--- src/rtl/vtree_stage_scheduler_pkg.sv ---
// ============================================================================
// Module   : vtree_stage_scheduler_pkg
// Purpose  : Shared definitions for the virtual merge-tree stage scheduler:
//            the node-count macro, a clog2 helper and the key comparator.
// Ports    : none (package)
// Revision : 1.0 - initial release
// ============================================================================
`default_nettype none

// Number of logical merge nodes owned by a stage with 2^W_LOG input ways.
`ifndef N_OF
`define N_OF(W_LOG) (1 << ((W_LOG) - 1))
`endif

package vtree_stage_scheduler_pkg;

  // Widest key the comparator accepts; narrower keys are zero-extended.
  localparam int c_key_max_w = 64;

  function automatic int clog2(input int v);
    int r;
    r = 0;
    while ((1 << r) < v) r++;
    return r;
  endfunction

  // Unsigned key compare; returns 1 when a is strictly smaller than b.
  function automatic logic key_lt(input logic [c_key_max_w-1:0] a,
                                  input logic [c_key_max_w-1:0] b);
    return (a < b);
  endfunction

endpackage

`default_nettype wire

--- src/rtl/vtree_stage_scheduler_arbiter.sv ---
// ============================================================================
// Module   : vtree_rr_arbiter
// Purpose  : Combinational round-robin arbiter. Searches the request vector
//            starting at i_ptr and returns the first requesting index.
// Ports    : i_req     - N request lines
//            i_ptr     - search start index
//            o_gnt_idx - granted index (0 when nothing granted)
//            o_gnt_vld - a request was granted
// Revision : 1.0 - initial release
// ============================================================================
`default_nettype none

module vtree_rr_arbiter
  import vtree_stage_scheduler_pkg::*;
#(
  parameter int N  = 2,
  parameter int IW = clog2(N)
) (
  input  logic [N-1:0]  i_req,
  input  logic [IW-1:0] i_ptr,
  output logic [IW-1:0] o_gnt_idx,
  output logic          o_gnt_vld
);

  logic [IW-1:0] w_idx;

  // Walk offsets from the far end toward the pointer so the requester
  // closest to i_ptr is the last one written and therefore wins. N is a
  // power of two, so the IW-bit add wraps the search naturally.
  always_comb begin
    o_gnt_vld = 1'b0;
    o_gnt_idx = '0;
    w_idx     = '0;
    for (int i = N - 1; i >= 0; i--) begin
      w_idx = i_ptr + IW'(i);
      if (i_req[w_idx]) begin
        o_gnt_vld = 1'b1;
        o_gnt_idx = w_idx;
      end
    end
  end

endmodule

`default_nettype wire

--- src/rtl/vtree_stage_scheduler.sv ---
// ============================================================================
// Module   : vtree_stage_scheduler
// Purpose  : Scheduler for one stage of a time-multiplexed merge tree. Each
//            cycle S1 grants one eligible node round-robin and reads its two
//            heads; S2 compares the keys, pops the smaller head and forwards
//            it to the node's downstream channel.
// Ports    : CLK, RST       - clock, synchronous active-high reset
//            EMP0/EMP1      - per-node empty flags, even/odd input channels
//            DN_FULL        - per-node downstream full flags
//            RD_IDX         - node index presented to the input BRAM reads
//            DIN0/DIN1      - even/odd heads, one cycle after RD_IDX
//            POP0/POP1      - pop even/odd head of node POP_IDX
//            POP_IDX        - node being popped
//            DOUT/DOUT_VLD  - merged record and its enqueue strobe
//            DOUT_IDX       - downstream channel (same as POP_IDX)
//            STALLS         - saturating count of cycles with work but no grant
// Revision : 1.0 - initial release
// ============================================================================
`default_nettype none

module vtree_stage_scheduler
  import vtree_stage_scheduler_pkg::*;
#(
  parameter int W_LOG = 2,
  parameter int DATW  = 64,
  parameter int KEYW  = 32
) (
  input  logic                    CLK,
  input  logic                    RST,
  input  logic [`N_OF(W_LOG)-1:0] EMP0,
  input  logic [`N_OF(W_LOG)-1:0] EMP1,
  input  logic [`N_OF(W_LOG)-1:0] DN_FULL,
  output logic [W_LOG-2:0]        RD_IDX,
  input  logic [DATW-1:0]         DIN0,
  input  logic [DATW-1:0]         DIN1,
  output logic                    POP0,
  output logic                    POP1,
  output logic [W_LOG-2:0]        POP_IDX,
  output logic [DATW-1:0]         DOUT,
  output logic                    DOUT_VLD,
  output logic [W_LOG-2:0]        DOUT_IDX,
  output logic [31:0]             STALLS
);

  localparam int c_n  = `N_OF(W_LOG);
  localparam int c_iw = W_LOG - 1;

  logic             r_s2_vld;
  logic [c_iw-1:0]  r_s2_idx;
  logic [c_iw-1:0]  r_rr_ptr;
  logic [c_iw-1:0]  r_rd_idx;
  logic [31:0]      r_stalls;

  logic [c_n-1:0]   w_elig;
  logic [c_n-1:0]   w_ready;
  logic [c_iw-1:0]  w_gnt_idx;
  logic             w_gnt_vld;
  logic             w_issue;
  logic             w_emit;
  logic             w_lt;

  // A node whose previous record is still in S2 is excluded, so the flags
  // seen here already include that record's pop and enqueue.
  for (genvar c = 0; c < c_n; c++) begin : g_elig
    assign w_ready[c] = ~EMP0[c] & ~EMP1[c];
    assign w_elig[c]  = w_ready[c] & ~DN_FULL[c] &
                        ~(r_s2_vld && (r_s2_idx == c_iw'(c)));
  end

  vtree_rr_arbiter #(
    .N  (c_n),
    .IW (c_iw)
  ) u_arb (
    .i_req     (w_elig),
    .i_ptr     (r_rr_ptr),
    .o_gnt_idx (w_gnt_idx),
    .o_gnt_vld (w_gnt_vld)
  );

  assign w_issue = w_gnt_vld & ~RST;
  assign RD_IDX  = w_issue ? w_gnt_idx : r_rd_idx;

  always_ff @(posedge CLK) begin
    if (RST) begin
      r_s2_vld <= 1'b0;
      r_s2_idx <= '0;
      r_rr_ptr <= '0;
      r_rd_idx <= '0;
      r_stalls <= '0;
    end else begin
      r_s2_vld <= w_issue;
      if (w_issue) begin
        r_s2_idx <= w_gnt_idx;
        r_rd_idx <= w_gnt_idx;
        r_rr_ptr <= w_gnt_idx + 1'b1;
      end
      if (!w_issue && (|w_ready) && (r_stalls != '1)) begin
        r_stalls <= r_stalls + 32'd1;
      end
    end
  end

  // S2: a tie pops the odd side. Reset squashes a record in flight so the
  // buffers, which reset in the same cycle, see no pop or enqueue.
  assign w_lt     = key_lt(c_key_max_w'(DIN0[KEYW-1:0]),
                           c_key_max_w'(DIN1[KEYW-1:0]));
  assign w_emit   = r_s2_vld & ~RST;
  assign POP0     = w_emit & w_lt;
  assign POP1     = w_emit & ~w_lt;
  assign DOUT_VLD = w_emit;
  assign DOUT     = w_emit ? (w_lt ? DIN0 : DIN1) : '0;
  assign POP_IDX  = RST ? '0 : r_s2_idx;
  assign DOUT_IDX = POP_IDX;
  assign STALLS   = r_stalls;

endmodule

`default_nettype wire

--- config.mk ---
export PLATFORM = sky130hd
export DESIGN_NAME = vtree_stage_scheduler
export DESIGN_NICKNAME = d
export VERILOG_FILES = /design/src/rtl/vtree_stage_scheduler_pkg.sv /design/src/rtl/vtree_stage_scheduler_arbiter.sv /design/src/rtl/vtree_stage_scheduler.sv
export SDC_FILE = /design/constraint.sdc
export NUM_CORES = 1
export LEC_CHECK = 0
export CAP_MARGIN = 20
export CORE_UTILIZATION = 41
export DETAILED_ROUTE_END_ITERATION = 16
export HOLD_SLACK_MARGIN = 0.15
export PLACE_DENSITY = 0.95
export SETUP_SLACK_MARGIN = 0.5
export SYNTH_ARGS = -nofsm -noshare
export SYNTH_HDL_FRONTEND = slang
export SYNTH_HIERARCHICAL = 1
export SYNTH_SLANG_ARGS = --single-unit
--- constraint.sdc ---
create_clock -name CLK -period 7.75 [get_ports CLK]
set_input_delay 1.1625 -clock CLK [delete_from_list [all_inputs] [get_ports CLK]]
set_output_delay 1.1625 -clock CLK [all_outputs]
set_load 0.02 [all_outputs]
==> results.toml, run 1 <==
[final_layout]
ff_latch_area_um2 = 721
drive_gt1_share_pct = 2.79
multi_input_area_um2 = 2830
antenna_cells = 0
fin_cells = 863
final_net_count = 919
final_area_um2 = 6360
fin_util_pct = 69.2
num-fill-cells = 691
area_delta_synth_final_pct = 63.7

[grt]
grt_max_degree = 79
antenna_found_initial = 0
grt_use_total_pct = 28.1
grt_first_pass_wirelength_um = 21800
overflow = 0
grt_pass1_vias = 4446

[critical_path]
worstPathCellList = "clkdlybuf4s50_1, inv_1, ha_1, a21oi_1, o21ai_1, a221o_1, a2111oi_0, o21a_4, buf_4, mux2i_1, clkdlybuf4s50_1"
slowest_delay_ns = 0.66
cp_slowest_cell = "clkdlybuf4s50_1"
start_kind = "primary input"
critPathRequiredTime_ns = 6.59
crit_top_cell = "clkdlybuf4s50_1"
cp-end-kind = "primary output"
crit_arrival_ns = 5.32
critPathMaxFanout = 35
crit_type = "in2out"

[die]
dieHeight_um = 99.4
start_util_pct = 42.3
core_region_area_um2 = 9200
die_w_um = 99.4
rows = 35
die-area_um2 = 9870
ios = 238

[place]
dp_cells = 854
routabilityCongestion = 0.925
place_ws_ns = 1.13
place_hpwl_um = 11400
portBuffers = 237
placed_area_um2 = 6230

[clock_tree]
cts_resized = 0
clk_latency_ns = 0.29
clkTransAtPathRegs_ns = 0.07
cts_buffer_depth = 2
cts_tree = "yes"
postCtsSetupBuffers = 0
cts.hold.buffers_added = 0
htreeDepth = 2
cts_inserted_buffers = 5
cts.sinks = 36
cts_root_buf = "clkbuf_8"

[power]
p_comb_share_pct = 38.2
sw_frac_of_total_pct = 29.1
p_leak_nw = 2.56
clockPowerShare_pct = 28.6
switchingPower_uw = 167
vdd_drop_max_mv = 0.0917
p_int_uw = 405
seqPwrFrac_pct = 33.2
power_uw = 572
power_density_nw_per_um2 = 89.9

[sta]
tightest_slew_ns = 0.669
finalHoldViolCount = 0
final-setup-viol-count = 0
fin_tns_setup_ns = 0
finalMaxSlewViolations = 0
finClkSkew_ns = 0.00534
finalCriticalPeriod_ns = 6.48
clock.fmax_mhz = 154
rsz0062_at_grt = "no"
setup_slack_ns = 1.27
max_slew_margin_pct = 54.2
period_share_pct = 83.6
worst_hold_slack_ns = 0.509

[detailed_routing]
drt_pass1_iterations = 7
met3WireLength_um = 1350
drt.antenna.violating_nets = 0
wl_met1_um = 5230
routed_wl_um = 14300
vias_per_cell = 5.26
routed-via-count = 4536
drc = 0
first_iter_violations = 143
post_drt_wl_per_cell_um = 16.5
route.top_layer_used = "met4"
wl_met2_um = 7100

[yosys]
synthesis.area_um2 = 3890
ys_top_cells_by_count = "nand2_1 (143), mux2i_1 (66), nor2_1 (41)"
yosysWarnings = 6
synth_flop_cell = "dfxtp_1"
syn-num-nets = 703
yosys.area.top_type = "dfxtp_1"
synth_edf_count = 0
synthArstFlopShare_pct = 0
synthDistinctLibCells = 42
synth_most_common_cell = "nand2_1"
syn-instance-count = 535
postSynthAreaPerCell_um2 = 7.26
yosysTopAreaCellShare_pct = 18.5
ys_seq_area_share_pct = 18.5
ys_seq_elements = 36
synthTopCellsByArea = "dfxtp_1 (19%), mux2i_1 (17%), nand2_1 (14%)"

[outcome]
status = "finished clean"

[min_path]
hold_class = "reg2reg"

[run]
drv_cap = 0
-- routing by layer --
metal  up-vias  GRT usage [%]
met5         -              0
met4         0           12.3
li1       2250              -
met2       185           53.4
met1      2067           27.7
met3        34           9.00
-- placed cells by master, fill, tap and decap left out, types with 2 or more instances in the layout --
| cell | instances |
|---|---|
| dfxtp_1 | 36 |
| o211ai_1 | 8 |
| nor3_1 | 10 |
| inv_1 | 35 |
| buf_12 | 2 |
| o31ai_1 | 2 |
| o21ai_0 | 2 |
| or4_1 | 2 |
| ha_1 | 32 |
| nor4_1 | 2 |
| xor2_1 | 16 |
| a2111oi_0 | 3 |
| and4_1 | 7 |
| and2_1 | 3 |
| a211oi_1 | 2 |
| clkbuf_8 | 5 |
| nand3_1 | 15 |
| nor2_1 | 41 |
| and3_1 | 8 |
| nor2b_1 | 7 |
| nand4_1 | 13 |
| a21o_1 | 4 |
| a21oi_1 | 12 |
| mux2i_1 | 66 |
| buf_4 | 3 |
| o21ai_1 | 3 |
| o21a_1 | 2 |
| clkdlybuf4s50_1 | 237 |
| xnor2_1 | 10 |
| mux2_2 | 4 |
| nand2_1 | 143 |
-- sequential cells by signal, summed over array words and instances (netlist names) --
name      cells
r_rd_idx      1
r_s2_vld      1
r_rr_ptr      1
STALLS       32
r_s2_idx      1
-- worst paths after layout --
check,from,cells after the start,slack [ns],endpoint
setup / recovery,DIN1[19],11,1.27,DOUT[3]
hold / removal,r_rr_ptr$_SDFFE_PP0P_,2,0.51,r_rr_ptr$_SDFFE_PP0P_
setup reg to reg,r_s2_idx$_SDFFE_PP0P_,9,4.90,STALLS[30]$_SDFFE_PP0P_
hold reg to reg,r_rr_ptr$_SDFFE_PP0P_,2,0.51,r_rr_ptr$_SDFFE_PP0P_
-- layout make-up --
cell class,count,share of cell area (%)
inverter,35,2.06
multi-input combinational,431,44.5
clock buffer,6,1.14
tap,111,2.18
sequential,36,11.3
timing repair buffer,242,38.3
clock inverter,2,0.551
-- power by group through the flow --
stage / clock network [mW] / registers, mW / logic (mW)
finish: 0.164 / 0.190 / 0.219
detailed placement: 0 / 0.194 / 0.216
floorplan: 0 / 0.195 / 0.115
global route: 0.175 / 0.190 / 0.234
global placement: 0 / 0.194 / 0.211
CTS: 0.166 / 0.190 / 0.218
-- kinds of logic after synthesis --
family                     Yosys count  synth area share, %
and+or+nand+nor                    257                 29.5
muxes                               70                 18.2
buffers and inverters               68                 9.05
AOI/OAI and AO/OA                   46                 8.60
DFF                                 36                 18.5
adders and majority gates           32                 10.3
xor gates and xnor gates            26                 5.86
-- critical path, delay by kind of cell --
| kind | cells | cell delay, ns |
|---|---|---|
| AOI/OAI and AO/OA | 5 | 1.98 |
| buffers and inverters | 4 | 1.59 |
| adders and majority gates | 1 | 0.28 |
| muxes | 1 | 0.28 |
(Power assumes the default switching activity.)
==> run 2: changes to the inputs <==
--- a/config.mk
+++ b/config.mk
@@ -6,10 +6,10 @@
 export NUM_CORES = 1
 export LEC_CHECK = 0
 export CAP_MARGIN = 20
-export CORE_UTILIZATION = 41
+export CORE_UTILIZATION = 38
 export DETAILED_ROUTE_END_ITERATION = 16
 export HOLD_SLACK_MARGIN = 0.15
-export PLACE_DENSITY = 0.95
+export PLACE_DENSITY = 0.93
 export SETUP_SLACK_MARGIN = 0.5
 export SYNTH_ARGS = -nofsm -noshare
 export SYNTH_HDL_FRONTEND = slang
==> constraint.sdc (replaced) <==
create_clock -name CLK -period 6.3 [get_ports CLK]
set_input_delay 0.945 -clock CLK [delete_from_list [all_inputs] [get_ports CLK]]
set_output_delay 0.945 -clock CLK [all_outputs]
set_load 0.02 [all_outputs]
==> run 2 against run 1 <==
Non-clock buffer count increased by 1. Clock power rose by 4%. Wire length shrank 2.8%. First-iteration DRC count shrank 20%. Register-to-register slack got worse by 1.3 ns. Via count fell by 2.0%. Critical endpoint is now DOUT[37]. Highest routed layer unchanged.
==> results.toml, run 2 (same netlist as run 1, synthesis figures left out) <==
[outcome]
status = "finished clean"

[power]
power_density_nw_per_um2 = 106
p_leak_nw = 2.56
vdd_drop_max_mv = 0.103

[die]
rows = 36
dieHeight_um = 103
die_w_um = 103
start_util_pct = 39.4
ios = 238
core_region_area_um2 = 9860
die-area_um2 = 10600

[grt]
overflow = 0
grt_first_pass_wirelength_um = 19800
antenna_found_initial = 0
grt_max_degree = 56
grt_pass1_vias = 4107
grt_use_total_pct = 24.1

[clock_tree]
htreeDepth = 2
cts.hold.buffers_added = 0
cts.sinks = 36
cts_buffer_depth = 2
clk_latency_ns = 0.29
cts_root_buf = "clkbuf_8"
cts_inserted_buffers = 5
postCtsSetupBuffers = 0
cts_tree = "yes"
clkTransAtPathRegs_ns = 0.07

[detailed_routing]
post_drt_wl_per_cell_um = 15.6
drc = 0
first_iter_violations = 114
routed_wl_um = 13900
vias_per_cell = 5.01
drt.antenna.violating_nets = 0
routed-via-count = 4446
drt_pass1_iterations = 4

[critical_path]
critPathMaxFanout = 13
start_kind = "primary input"
cp-end-kind = "primary output"
critPathRequiredTime_ns = 5.35
crit_arrival_ns = 4.56
crit_type = "in2out"
cp_slowest_cell = "clkdlybuf4s50_1"
worstPathCellList = "clkdlybuf4s50_1, inv_1, ha_1, a21oi_1, o21ai_1, a221o_1, a2111oi_2, o21a_4, buf_4, mux2i_1, clkdlybuf4s50_1"
slowest_delay_ns = 0.65
crit_top_cell = "clkdlybuf4s50_1"

[sta]
finalMaxSlewViolations = 0
tightest_slew_ns = 1.01
clock.fmax_mhz = 182
finalHoldViolCount = 0
period_share_pct = 87.4
max_slew_margin_pct = 32.2
rsz0062_at_grt = "no"
final-setup-viol-count = 0
finClkSkew_ns = 0.00211
finalCriticalPeriod_ns = 5.51
worst_hold_slack_ns = 0.510
fin_tns_setup_ns = 0

[run]
drv_cap = 0

[place]
routabilityCongestion = 0.832
portBuffers = 237
place_hpwl_um = 10800
placed_area_um2 = 6290

[final_layout]
final_common_cell = "clkdlybuf4s50_1"
antenna_cells = 0
fin_util_pct = 64.9
final_area_um2 = 6400
drive_gt1_share_pct = 3.18
area_delta_synth_final_pct = 64.7
largest_reg_flops = 32
final_net_count = 921
most-common-layout-cells = "clkdlybuf4s50_1 (237), nand2_1 (143), mux2i_1 (66)"

[min_path]
hold_class = "reg2reg"
-- run 2: area by class of cell --
type	instances	area, µm²
clock buffers	8	90.1
inverters	35	131
fillers	790	3460
flip-flops and latches	36	721
multi-input cells	432	2850
repair buffers	243	2440
well taps	133	166
-- run 2: timing repair --
item | in CTS | in global routing
gates cloned | 1 | 0
resized for setup | 2 | 1
pin swaps | 0 | 0
endpoints found under the setup margin | 43 | 2
-- run 2: worst max-delay path, delay by kind of cell --
kind	cells	cell delay, ns
buffers and inverters	4	1.46
muxes	1	0.25
adders and majority gates	1	0.28
AOI/OAI and AO/OA	5	1.60
-- run 2: stage by stage --
stage,std cells,power [mW],setup WS (ns)
floorplan,535,0.381,2.23
global placement,878,0.503,0.439
detailed placement,878,0.506,0.325
CTS,887,0.681,0.581
global route,887,0.708,0.587
finish,887,0.677,0.791
-- run 2: worst paths after layout --
kind	startpoint	end	slack, ns	cells past startpoint
min	STALLS[14]$_SDFFE_PP0P_	STALLS[14]$_SDFFE_PP0P_	0.51	2
max reg2reg	r_s2_idx$_SDFFE_PP0P_	STALLS[30]$_SDFFE_PP0P_	3.64	9
max	DIN1[17]	DOUT[37]	0.79	11
min reg2reg	STALLS[14]$_SDFFE_PP0P_	STALLS[14]$_SDFFE_PP0P_	0.51	2
-- run 2: layer usage --
metal  track usage (%)  vias up  part of all wire (%)
met2              46.5      160                    50
li1                  -     2253                     -
met5                 0        -                     0
met3              6.31       25                   8.9
met4              8.34        0                   2.5
met1              24.9     2008                    39
-- run 2: report_power, final --
| group | switching [mW] | total [mW] | internal (mW) | leakage, nW |
|---|---|---|---|---|
| Clock | 0.0812 | 0.170 | 0.0892 | 0.0455 |
| Sequential | 0.00337 | 0.233 | 0.230 | 0.291 |
| Combinational | 0.119 | 0.273 | 0.154 | 2.23 |
| Total | 0.204 | 0.677 | 0.474 | 2.56 |
